<file path="config.mk">
export PLATFORM = sky130hd
export DESIGN_NAME = alu_master
export DESIGN_NICKNAME = d
export VERILOG_FILES = /design/src/rtl/alu_pkg.sv /design/src/rtl/alu_master_fifo.sv /design/src/rtl/alu_master.sv
export SDC_FILE = /design/constraint.sdc
export NUM_CORES = 1
export LEC_CHECK = 0
export ABC_AREA = 1
export ABC_CLOCK_PERIOD_IN_PS = 6850
export CORE_MARGIN = 5
export CORE_UTILIZATION = 47
export CTS_BUF_LIST = sky130_fd_sc_hd__clkbuf_8
export CTS_CLUSTER_SIZE = 10
export DETAILED_ROUTE_END_ITERATION = 10
export PLACE_DENSITY = 0.69
export SETUP_SLACK_MARGIN = 0.15
export SYNTH_ARGS = -nofsm -noshare
export SYNTH_HDL_FRONTEND = slang
export SYNTH_SLANG_ARGS = --single-unit
</file>
<file path="constraint.sdc">
create_clock -name CLK -period 6.85 [get_ports CLK]
set_clock_uncertainty 0.15 [all_clocks]
set_input_delay 1.37 -clock CLK [delete_from_list [all_inputs] [get_ports CLK]]
set_output_delay 1.37 -clock CLK [all_outputs]
set_load 0.1 [all_outputs]
</file>
<file path="src/rtl/alu_pkg.sv">
// Shared definitions for the ALU initiator slice.
// Contents:
//   OPND_W / RES_W / OP_W - operand, result and opcode widths
//   alu_op_e              - ALU opcode encoding (6 and 7 are unused/illegal)
//   is_legal_op()         - true for opcodes the ALU implements
package alu_pkg;

  localparam int OPND_W = 8;
  localparam int RES_W  = 16;
  localparam int OP_W   = 3;

  typedef enum logic [OP_W-1:0] {
    OP_ADD  = 3'd0,
    OP_MUL  = 3'd1,
    OP_AND  = 3'd2,
    OP_OR   = 3'd3,
    OP_XOR  = 3'd4,
    OP_NOTA = 3'd5
  } alu_op_e;

  function automatic logic is_legal_op(input logic [OP_W-1:0] op);
    return (op <= OP_NOTA);
  endfunction

endpackage

</file>
<file path="src/rtl/alu_master_fifo.sv">
// sync_fifo: single-clock FIFO with registered occupancy count.
// Ports:
//   CLK, rst_n        - clock, asynchronous active-low reset (empties FIFO)
//   push / wr_data    - write request and data; ignored when full unless a
//                       pop happens on the same edge
//   pop  / rd_data    - read request; rd_data shows the head entry
//   full, empty       - derived from count
//   count             - number of stored entries (0..DEPTH)
// DEPTH must be a power of two so the pointers wrap naturally.
module sync_fifo #(
  parameter int WIDTH = 8,
  parameter int DEPTH = 4
) (
  input  logic                     CLK,
  input  logic                     rst_n,
  input  logic                     push,
  input  logic [WIDTH-1:0]         wr_data,
  input  logic                     pop,
  output logic [WIDTH-1:0]         rd_data,
  output logic                     full,
  output logic                     empty,
  output logic [$clog2(DEPTH):0]   count
);

  localparam int AW = $clog2(DEPTH);

  logic [WIDTH-1:0] mem [DEPTH];
  logic [AW-1:0]    wr_ptr;
  logic [AW-1:0]    rd_ptr;
  logic             do_push;
  logic             do_pop;

  assign empty   = (count == '0);
  assign full    = (count == (AW+1)'(DEPTH));
  assign do_pop  = pop && !empty;
  // A write into a full FIFO is accepted when the head leaves on the same edge.
  assign do_push = push && (!full || do_pop);
  assign rd_data = mem[rd_ptr];

  always_ff @(posedge CLK or negedge rst_n) begin
    if (!rst_n) begin
      wr_ptr <= '0;
      rd_ptr <= '0;
      count  <= '0;
    end else begin
      if (do_push) wr_ptr <= wr_ptr + 1'b1;
      if (do_pop)  rd_ptr <= rd_ptr + 1'b1;
      case ({do_push, do_pop})
        2'b10:   count <= count + 1'b1;
        2'b01:   count <= count - 1'b1;
        default: count <= count;
      endcase
    end
  end

  // Storage carries no reset; occupancy alone decides what is valid.
  always_ff @(posedge CLK) begin
    if (do_push) mem[wr_ptr] <= wr_data;
  end

endmodule

</file>
<file path="src/rtl/alu_master.sv">
// alu_master: initiator for the unsigned 8-bit registered ALU.
// Buffers tagged commands, issues at most one per cycle to the ALU while the
// response FIFO has room for every outstanding result, captures the ALU
// result two edges after issue and returns responses in command order.
// Ports:
//   CLK, rst_n                     - clock, asynchronous active-low reset
//   cmd_valid/cmd_ready            - command handshake
//   cmd_a, cmd_b, cmd_op, cmd_tag  - command payload
//   alu_en, alu_a, alu_b, alu_op   - registered drive to the ALU
//   alu_result                     - ALU registered 16-bit result
//   rsp_valid/rsp_ready            - response handshake
//   rsp_result, rsp_tag, rsp_err   - response payload (zero while empty)
//   busy                           - anything queued, in flight or pending
module alu_master
  import alu_pkg::*;
#(
  parameter int CMD_DEPTH = 4,
  parameter int RSP_DEPTH = 4,
  parameter int TAG_W     = 4
) (
  input  logic              CLK,
  input  logic              rst_n,
  input  logic              cmd_valid,
  output logic              cmd_ready,
  input  logic [OPND_W-1:0] cmd_a,
  input  logic [OPND_W-1:0] cmd_b,
  input  logic [OP_W-1:0]   cmd_op,
  input  logic [TAG_W-1:0]  cmd_tag,
  output logic              alu_en,
  output logic [OPND_W-1:0] alu_a,
  output logic [OPND_W-1:0] alu_b,
  output logic [OP_W-1:0]   alu_op,
  input  logic [RES_W-1:0]  alu_result,
  output logic              rsp_valid,
  input  logic              rsp_ready,
  output logic [RES_W-1:0]  rsp_result,
  output logic [TAG_W-1:0]  rsp_tag,
  output logic              rsp_err,
  output logic              busy
);

  localparam int CMD_W  = 2*OPND_W + OP_W + TAG_W;
  localparam int RSP_W  = RES_W + TAG_W + 1;
  localparam int CMD_CW = $clog2(CMD_DEPTH) + 1;
  localparam int RSP_CW = $clog2(RSP_DEPTH) + 1;
  localparam int SUM_W  = RSP_CW + 1;

  logic [CMD_W-1:0]  cmd_rd_data;
  logic              cmd_full;
  logic              cmd_empty;
  logic [CMD_CW-1:0] cmd_count;
  logic              cmd_push;

  logic [RSP_W-1:0]  rsp_wr_data;
  logic [RSP_W-1:0]  rsp_rd_data;
  logic              rsp_full;
  logic              rsp_empty;
  logic [RSP_CW-1:0] rsp_count;
  logic              rsp_pop;

  logic [OPND_W-1:0] hd_a;
  logic [OPND_W-1:0] hd_b;
  logic [OP_W-1:0]   hd_op;
  logic [TAG_W-1:0]  hd_tag;
  logic              hd_legal;

  logic [1:0]        inflight;
  logic [SUM_W-1:0]  pending;
  logic              credit_ok;
  logic              issue;

  logic              vld_p0;
  logic [TAG_W-1:0]  tag_p0;
  logic              err_p0;
  logic              vld_p1;
  logic [TAG_W-1:0]  tag_p1;
  logic              err_p1;
  logic [RES_W-1:0]  cap_result;

  // The full flags / count not needed for control are tied off here.
  logic              unused_flags;
  assign unused_flags = &{1'b0, rsp_full, cmd_count};

  assign cmd_push  = cmd_valid && cmd_ready;
  assign cmd_ready = !cmd_full;

  sync_fifo #(.WIDTH(CMD_W), .DEPTH(CMD_DEPTH)) u_cmd_fifo (
    .CLK     (CLK),
    .rst_n   (rst_n),
    .push    (cmd_push),
    .wr_data ({cmd_a, cmd_b, cmd_op, cmd_tag}),
    .pop     (issue),
    .rd_data (cmd_rd_data),
    .full    (cmd_full),
    .empty   (cmd_empty),
    .count   (cmd_count)
  );

  assign {hd_a, hd_b, hd_op, hd_tag} = cmd_rd_data;
  assign hd_legal = is_legal_op(hd_op);

  // Every issued slot owns a response FIFO entry from issue until popped, so
  // the capture stage can never find the response FIFO full.
  assign inflight  = {1'b0, vld_p0} + {1'b0, vld_p1};
  assign pending   = SUM_W'(rsp_count) + SUM_W'(inflight);
  assign credit_ok = (pending < SUM_W'(RSP_DEPTH));
  assign issue     = !cmd_empty && credit_ok;

  // ---- stage p0: issue edge, ALU inputs registered ----
  always_ff @(posedge CLK or negedge rst_n) begin
    if (!rst_n) begin
      vld_p0 <= 1'b0;
      alu_en <= 1'b0;
      alu_a  <= '0;
      alu_b  <= '0;
      alu_op <= '0;
    end else begin
      vld_p0 <= issue;
      // Illegal opcodes occupy a pipeline slot but never reach the ALU.
      alu_en <= issue && hd_legal;
      if (issue && hd_legal) begin
        alu_a  <= hd_a;
        alu_b  <= hd_b;
        alu_op <= hd_op;
      end
    end
  end

  always_ff @(posedge CLK) begin
    if (issue) begin
      tag_p0 <= hd_tag;
      err_p0 <= !hd_legal;
    end
  end

  // ---- stage p1: ALU samples its inputs ----
  always_ff @(posedge CLK or negedge rst_n) begin
    if (!rst_n) vld_p1 <= 1'b0;
    else        vld_p1 <= vld_p0;
  end

  always_ff @(posedge CLK) begin
    tag_p1 <= tag_p0;
    err_p1 <= err_p0;
  end

  // ---- stage p2: ALU result captured into the response FIFO ----
  assign cap_result  = err_p1 ? '0 : alu_result;
  assign rsp_wr_data = {cap_result, tag_p1, err_p1};
  assign rsp_pop     = rsp_valid && rsp_ready;

  sync_fifo #(.WIDTH(RSP_W), .DEPTH(RSP_DEPTH)) u_rsp_fifo (
    .CLK     (CLK),
    .rst_n   (rst_n),
    .push    (vld_p1),
    .wr_data (rsp_wr_data),
    .pop     (rsp_pop),
    .rd_data (rsp_rd_data),
    .full    (rsp_full),
    .empty   (rsp_empty),
    .count   (rsp_count)
  );

  assign rsp_valid = !rsp_empty;
  // Payload forced to zero while empty so unwritten storage never shows.
  assign {rsp_result, rsp_tag, rsp_err} = rsp_valid ? rsp_rd_data : '0;

  assign busy = !cmd_empty || vld_p0 || vld_p1 || !rsp_empty;

endmodule

</file>
; ---- Word level (Yosys, flattened, before mapping)
; Memories as Yosys holds them, arrays and structs flattened.
; Cells that the tools add are included.
[word_totals]
reg_bits = 46
ramBits = 176
input_bits = 43
output_inout_bits = 44
elab_cells = 66
mem_count = 2
[classes]
addsub = 10
order_cmp = 2
eq_ne = 6
n_mux = 8
n_reduce_logical = 22
[mem_list]
columns = name, words, word_bits, rd, rd_clocked_by_memory_dff, write_ports, line
row1 = u_cmd_fifo.mem, 4, 23, 1, 0, 1, alu_master_fifo.sv:27  ; logic [WIDTH-1:0] mem [DEPTH];
row2 = u_rsp_fifo.mem, 4, 21, 1, 0, 1, alu_master_fifo.sv:27
[op_table]
columns = op, n
row1 = $mux 21, 1
row2 = $mux 16, 1
row3 = $pmux 3 s2, 2
row4 = $add 2x1->2 const B, 4
row5 = $logic_and 1x1->1, 8
row6 = $add 3x1->3 const B, 2
row7 = $eq 3x3->1 const B, 2
row8 = $logic_not 3->1, 2
row9 = $sub 3x1->3 const B, 2
row10 = $logic_not 1->1, 5
row11 = $logic_or 1x1->1, 5
row12 = $add 3x2->4, 1
row13 = $eq 2x1->1 const B, 2
row14 = $eq 2x2->1 const B, 2
row15 = $lt 4x3->1 const B, 1
row16 = $mux 1, 4
row17 = $reduce_bool 2->1, 2
row18 = $le 3x3->1 const B, 1
row19 = $add 1x1->2, 1

; ---- Logic depth before layout (Yosys ltp)
; Gate-level depths: netlist of the first run.
[depth]
ltp_word = 9
mapped_depth = 13
ltp_nobuf = 12

; ---- Hierarchy
; Synthesis of the first run repeated with hierarchy kept, for this count alone.
[unflattened]
hier_cells = 732
hier_area_um2 = 9048.7
[modules_own_cells]
columns = module, instances, cells_per_inst, area_each_um2, seq_area_each_um2
row1 = sync_fifo at u_cmd_fifo, 1, 278, 3868.7, 2937.8
row2 = sync_fifo at u_rsp_fifo, 1, 259, 3563.4, 2697.6
row3 = alu_master, 1, 195, 1616.6, 800.8

; ---- Least setup slack after synthesis of the first run
; OpenSTA, ideal clock, no wires.
[synth_path]
path_kind = reg-to-output
start = register u_rsp_fifo.count[0]
end = output rsp_result[10]
t_arrival_ns = 3.043
required_time_ns = 5.330
slack_ns = 2.287
stages_incl_launch_ff = 6
n_path_buf = 1
path_cell_list = dfrtp_1 > nor2_1 > nand2_1 > inv_1 > clkbuf_1 > a21oi_1
[synth_between]
elab_chain_cells = 2
[synth_rtl]
columns = item, line
row1 = start: declaration, alu_master_fifo.sv:22  ; output logic [$clog2(DEPTH):0] count
row2 = start signal: assignment, alu_master_fifo.sv:49  ; 2'b10: count <= count + 1'b1;
row3 = start signal: assignment, alu_master_fifo.sv:50  ; 2'b01: count <= count - 1'b1;
row4 = start signal: assignment, alu_master_fifo.sv:51  ; default: count <= count;
row5 = $logic_not 3->1, alu_master_fifo.sv:33  ; assign empty = (count == '0);
row6 = $mux 21, alu_master.sv:166  ; assign {rsp_result, rsp_tag, rsp_err} = rsp_valid ? rsp_rd_data : '0;
row7 = end: declaration, alu_master.sv:36  ; output logic [RES_W-1:0] rsp_result,
; No other way between the ends.

; ---- Worst setup path after layout of the first run
[layout_path]
start = register u_rsp_fifo.rd_ptr[1]
end = output rsp_err
[layout_between]
elab_chain_cells = 2
[layout_rtl]
columns = item, line
row1 = start: declaration, alu_master_fifo.sv:29  ; logic [AW-1:0] rd_ptr;
row2 = start signal: assignment, alu_master_fifo.sv:47  ; if (do_pop) rd_ptr <= rd_ptr + 1'b1;
row3 = $mem_v2 4x21, -
row4 = $mux 21, alu_master.sv:166
row5 = end: declaration, alu_master.sv:38  ; output logic rsp_err,
; No other way between the ends.

==> results.toml, run 1 <==
[sta]
layout_min_cycle_time_ns = 5.18
final.setup.tns_ns = 0
final_hold_viol_count = 0
relSlewSlack = 0.267
final.period_utilization = 0.757
grt_setup_unrepaired = "no"
achievable-frequency_mhz = 193
maxSlewViolCount = 0
report.final.setup_viol = 0
tightest_slew_ns = 1.10

[finish]
most-common-layout-cells = "edfxtp_1, nor2_1, nand2_1, inv_1, clkdlybuf4s50_1"
layout_commonest_cell = "edfxtp_1"
final_nets = 908
antenna_cells = 0
areaGrowthSynthToFinish_pct = 20.2
drive_above_1_share = 0.0875

[worst_setup_path]
critical_path_startpoint_category = "register"
crit_path_top_delay_cell = "clkdlybuf4s50_1"
cp_capture_type = "output pin"
critical_path.startpoint = "u_rsp_fifo.rd_ptr[1]"
path_class = "reg -> out"
worst_path_arrival_ns = 3.66
critical-path-max-stage-delay_ns = 1.15
timing.reg2reg.worst_path_depth = 13
critPathMaxFanout = 22
cp.required_ns = 5.33
critical_path.reg2reg.startpoint = "u_rsp_fifo.count[0]"
sequence_of_cells_on_the_critical_path = "inv_1 > nor2_1 > o21ai_0 > a21oi_1 > clkdlybuf4s50_1"

[status]
outcome = "finished, final reports clean"

[grt]
number_of_antenna_violations_at_the_first_check_in_global_routing = 0
grt_first_pass_wirelength_um = 28300
first_global_vias = 5618
globalRoute.totalOverflow = 0
grt_start_max_net_pins = 69
globalRouteTotalUtil = 0.162

[route]
avgRoutedWirePerCell_um = 15.4
finalWirelength_um = 17100
iteration_0_drc_count_of_the_detailed_router = 256
route.detailed.vias_per_inst = 4.93
antenna_left = 0
detailroute.via_count = 5494
drt_pre_antenna_iters = 4
drc_errors = 0

[hold_path]
min_path_type = "reg -> reg"
timing.hold.worst_path_depth = 0
timing.hold.worst.start = "tag_p0[2]"

[flow_run]
cap_violations = 0

[placed_design]
place_hpwl_um = 10100
routabilityCongestion = 0.740
portBuffers = 86

[die]
core_region_area_sq_mm = 0.0187
ios = 87
initial_core_util = 0.477
fp.dieArea_sq_mm = 0.0218
die-width_um = 148
placement_rows = 50
height_of_the_chip_um = 148

[clock_network]
cts_num_sinks = 222
cts_root_buffer = "clkbuf_8"
cts-buffers-inserted = 37
worst_skew_pair.late_latency_ns = 0.50
max-clock-path-buffers = 3
cts.reportedPaths.clkPinSlew_ns = 0.06
post-cts-setup-buffers = 0
cts.htree.levels = 2
tritoncts = "done"
cts.repair.resized = 0
cts.hold.buffers_added = 0

[logic_synthesis]
netlist_area_sq_mm = 0.00892
synth.yosys.warnings = 0
ys_ff_latch = 222
synth_cell_type_count = 26
netlist_instances = 751
ys_seq_area_frac = 0.722
syn-num-nets = 807
synthesis.area_per_instance_sq_um = 11.9
-- per-layer routing --
metal	wire, um	vias up	track usage
met4	304	0	0.0527
met3	975	24	0.0411
li1	-	2748	-
met5	0	-	0
met1	7360	2593	0.199
met2	8510	129	0.280
-- final timing paths --
check	end	slack (ns)
worst max-delay path	rsp_err	1.67
worst min-delay path	tag_p1[2]	0.19
worst max register to register	u_cmd_fifo.count[2]	4.13
worst min register to register	tag_p1[2]	0.19
max in group asynchronous	alu_en	5.11
min in group asynchronous	u_cmd_fifo.count[1]	0.86
-- registers in the layout, summed over array words and instances (netlist names), 2 cells and up --
register	flops
tag_p0	4
u_rsp_fifo.mem	84
alu_op	3
u_rsp_fifo.wr_ptr	2
tag_p1	4
u_cmd_fifo.count	3
u_cmd_fifo.wr_ptr	2
alu_a	8
u_cmd_fifo.rd_ptr	2
u_rsp_fifo.rd_ptr	2
u_cmd_fifo.mem	92
alu_b	8
u_rsp_fifo.count	3
-- worst max-delay path, delay by kind of cell, from the launching register on --
kind | cells | cell delay, ns
flops | 1 | 0.83
compound gates | 2 | 0.26
simple gates | 1 | 0.30
buf+inv | 2 | 1.76
-- metrics by stage --
stage                     worst slack, ns  hold WS [ns]  cell area [sq um]   util  cells
after floorplan                      2.29         0.173               8920      -    751
after global placement               2.31         0.175              10000  0.535   1047
after detailed placement             2.21         0.177              10000  0.535   1047
after CTS                            1.59         0.188              10700  0.573   1114
after global routing                 1.41         0.203              10700  0.573   1114
final                                1.67         0.193              10700  0.573   1114
-- layout make-up --
class                   instances  area, sq um
multi-input cells             410         2020
inverters                      84          315
well taps                     234          293
clock buffers                  45          619
fillers                      1553         7990
clock inverters                22         95.1
flip-flops and latches        222         6440
repair buffers                 97          938
-- cell usage after synthesis --
master	count	area share
nand3_2	1	0.0011
inv_2	3	0.0013
inv_1	81	0.034
o21ai_0	52	0.029
xnor2_1	2	0.0020
buf_6	1	0.0013
dfrtp_1	36	0.10
buf_2	10	0.0056
nand2_1	115	0.048
o21ai_1	3	0.0017
buf_4	3	0.0025
o211ai_1	34	0.029
o22ai_1	4	0.0028
a21oi_1	26	0.015
xor2_1	6	0.0059
dfxtp_1	5	0.011
nor2_1	126	0.053
nand2_4	2	0.0025
edfxtp_1	181	0.61
nor3_1	1	0.00056
nor2_2	1	0.00070
ha_1	11	0.015
clkbuf_1	21	0.0088
nand2_2	1	0.00070
nand3_1	23	0.013
fa_1	2	0.0045
-- cells by family (layout without fill, tap and decap cells) --
family,count (synthesis),after routing,share of synthesized area
xor gates and xnor gates,8,8,0.00786
DFF,222,222,0.722
buffers and inverters,119,248,0.0536
adders and majority gates,13,13,0.0199
and+or+nand+nor,270,270,0.120
AOI/OAI and AO/OA,119,119,0.0769
Power of run 1 is left out: the tool's default activity adds up to more than one toggle a clock period on the data nets, which glitch-free logic cannot reach.
==> inputs of run 2 (changes only) <==
ABC_CLOCK_PERIOD_IN_PS = 4940   (was 6850)
clock period = 4.94 ns   (was 6.85 ns; I/O delays follow)
==> results.toml, run 2 (synthesized netlist as in run 1, its figures left out) <==
[status]
outcome = "finished, final reports clean"

[grt]
number_of_antenna_violations_at_the_first_check_in_global_routing = 0
global_route.usage.met3 = 0.0441
grt_start_max_net_pins = 79
grt_use_met1 = 0.201
gr-max-usage-layer = "met2"
grt_util_met2 = 0.291
globalRoute.totalOverflow = 0
globalRouteTotalUtil = 0.165
grt_first_pass_wirelength_um = 28800
first_global_vias = 5687

[finish]
layout_commonest_cell = "edfxtp_1"
final_nets = 910
antenna_cells = 0
most-common-layout-cells = "edfxtp_1, nor2_1, nand2_1, inv_1, clkdlybuf4s50_1"
drive_above_1_share = 0.108
layout_top_registers = "u_cmd_fifo.mem x92, u_rsp_fifo.mem x84"
areaGrowthSynthToFinish_pct = 19.4
largest_register = "u_cmd_fifo.mem"
largest_reg_flops = 92

[route]
drc_errors = 0
route.detailed.vias_per_inst = 4.98
finalWirelength_um = 17600
drt_pre_antenna_iters = 4
detailroute.via_count = 5562
antenna_left = 0
avgRoutedWirePerCell_um = 15.8
iteration_0_drc_count_of_the_detailed_router = 297

[worst_setup_path]
sequence_of_cells_on_the_critical_path = "inv_1 > nor2_1 > o21ai_0 > a21oi_1 > buf_4"
critical-path-max-stage-delay_ns = 0.88
critPathMaxFanout = 22
cp_capture_type = "output pin"
worst_path_arrival_ns = 2.81
cp.required_ns = 3.80
path_class = "reg -> out"
timing.reg2reg.worst_path_depth = 11
critical_path_startpoint_category = "register"
crit_path_top_delay_cell = "dfrtp_1"

[sta]
layout_min_cycle_time_ns = 3.94
tightest_slew_ns = 0.991
report.final.setup_viol = 0
final.setup.tns_ns = 0
final_hold_viol_count = 0
achievable-frequency_mhz = 254
final.period_utilization = 0.798
relSlewSlack = 0.337
grt_setup_unrepaired = "no"
maxSlewViolCount = 0

[hold_path]
min_path_type = "reg -> reg"
timing.hold.worst_path_depth = 0

[clock_network]
worst_skew_pair.late_latency_ns = 0.52
cts-buffers-inserted = 37
cts.htree.levels = 2
tritoncts = "done"
cts.reportedPaths.clkPinSlew_ns = 0.06
cts.repair.resized = 0
post-cts-setup-buffers = 0
cts.hold.buffers_added = 0
cts_num_sinks = 222
cts_root_buffer = "clkbuf_8"
max-clock-path-buffers = 3

[die]
fp.dieArea_sq_mm = 0.0218
placement_rows = 50
ios = 87
core_region_area_sq_mm = 0.0187
die-width_um = 148
initial_core_util = 0.477
height_of_the_chip_um = 148

[placed_design]
routabilityCongestion = 0.762
portBuffers = 86
place_hpwl_um = 10400

[flow_run]
cap_violations = 0
==> run 2: cell types whose count changed in the layout (fill, tap and decap cells not counted), sizes merged <==
cell / change
inv: +6
clkdlybuf4s50: -21
clkbuf: -4
clkinvlp: -2
buf: +23
==> run 2: worst paths after layout <==
kind	start	slack, ns	endpoint
setup / recovery	u_rsp_fifo.rd_ptr[1]	1.0	rsp_result[4]
hold / removal	tag_p0[1]	0.19	tag_p1[1]
setup reg to reg	u_rsp_fifo.count[0]	2.42	u_rsp_fifo.count[2]
hold reg to reg	tag_p0[1]	0.19	tag_p1[1]
max in group asynchronous	rst_n	3.56	alu_en
min in group asynchronous	rst_n	0.48	u_cmd_fifo.count[2]
==> run 2: worst max-delay path: cells and delay by family (launching register included) <==
| family | cells | cell delay (ns) |
|---|---|---|
| AO/OA/AOI/OAI | 2 | 0.27 |
| AND/OR/NAND/NOR | 1 | 0.22 |
| flip-flops | 1 | 0.88 |
| buffers and inverters | 2 | 0.91 |
==> run 2: metrics by stage <==
stage | std cells | utilization | cell area (sq um) | setup WS, ns | hold WS, ns
5_1_grt | 1116 | 0.569 | 10600 | 0.764 | 0.195
6_report | 1116 | 0.569 | 10600 | 0.996 | 0.186
4_1_cts | 1116 | 0.569 | 10600 | 0.936 | 0.183
3_3_place_gp | 1049 | 0.533 | 9970 | 1.57 | 0.175
3_5_place_dp | 1049 | 0.533 | 9970 | 1.51 | 0.179
2_1_floorplan | 751 | - | 8920 | 0.759 | 0.173
==> run 2: final cells by class <==
| class | count | area [sq um] |
|---|---|---|
| fill | 1550 | 8060 |
| sequential | 222 | 6440 |
| multi-input combinational | 410 | 2020 |
| timing repair buffer | 99 | 901 |
| clock buffer | 41 | 564 |
| inverter | 84 | 315 |
| tap | 234 | 293 |
| clock inverter | 26 | 114 |
==> run 2: metal layers <==
layer  vias to the layer above  share of wire  wire, um
li1                       2756              -         -
met1                      2645           0.42      7410
met2                       135           0.50      8860
met3                        26          0.059      1040
met4                         0          0.015       268
met5                         -              0         0
Power of run 2 is left out for the same reason.
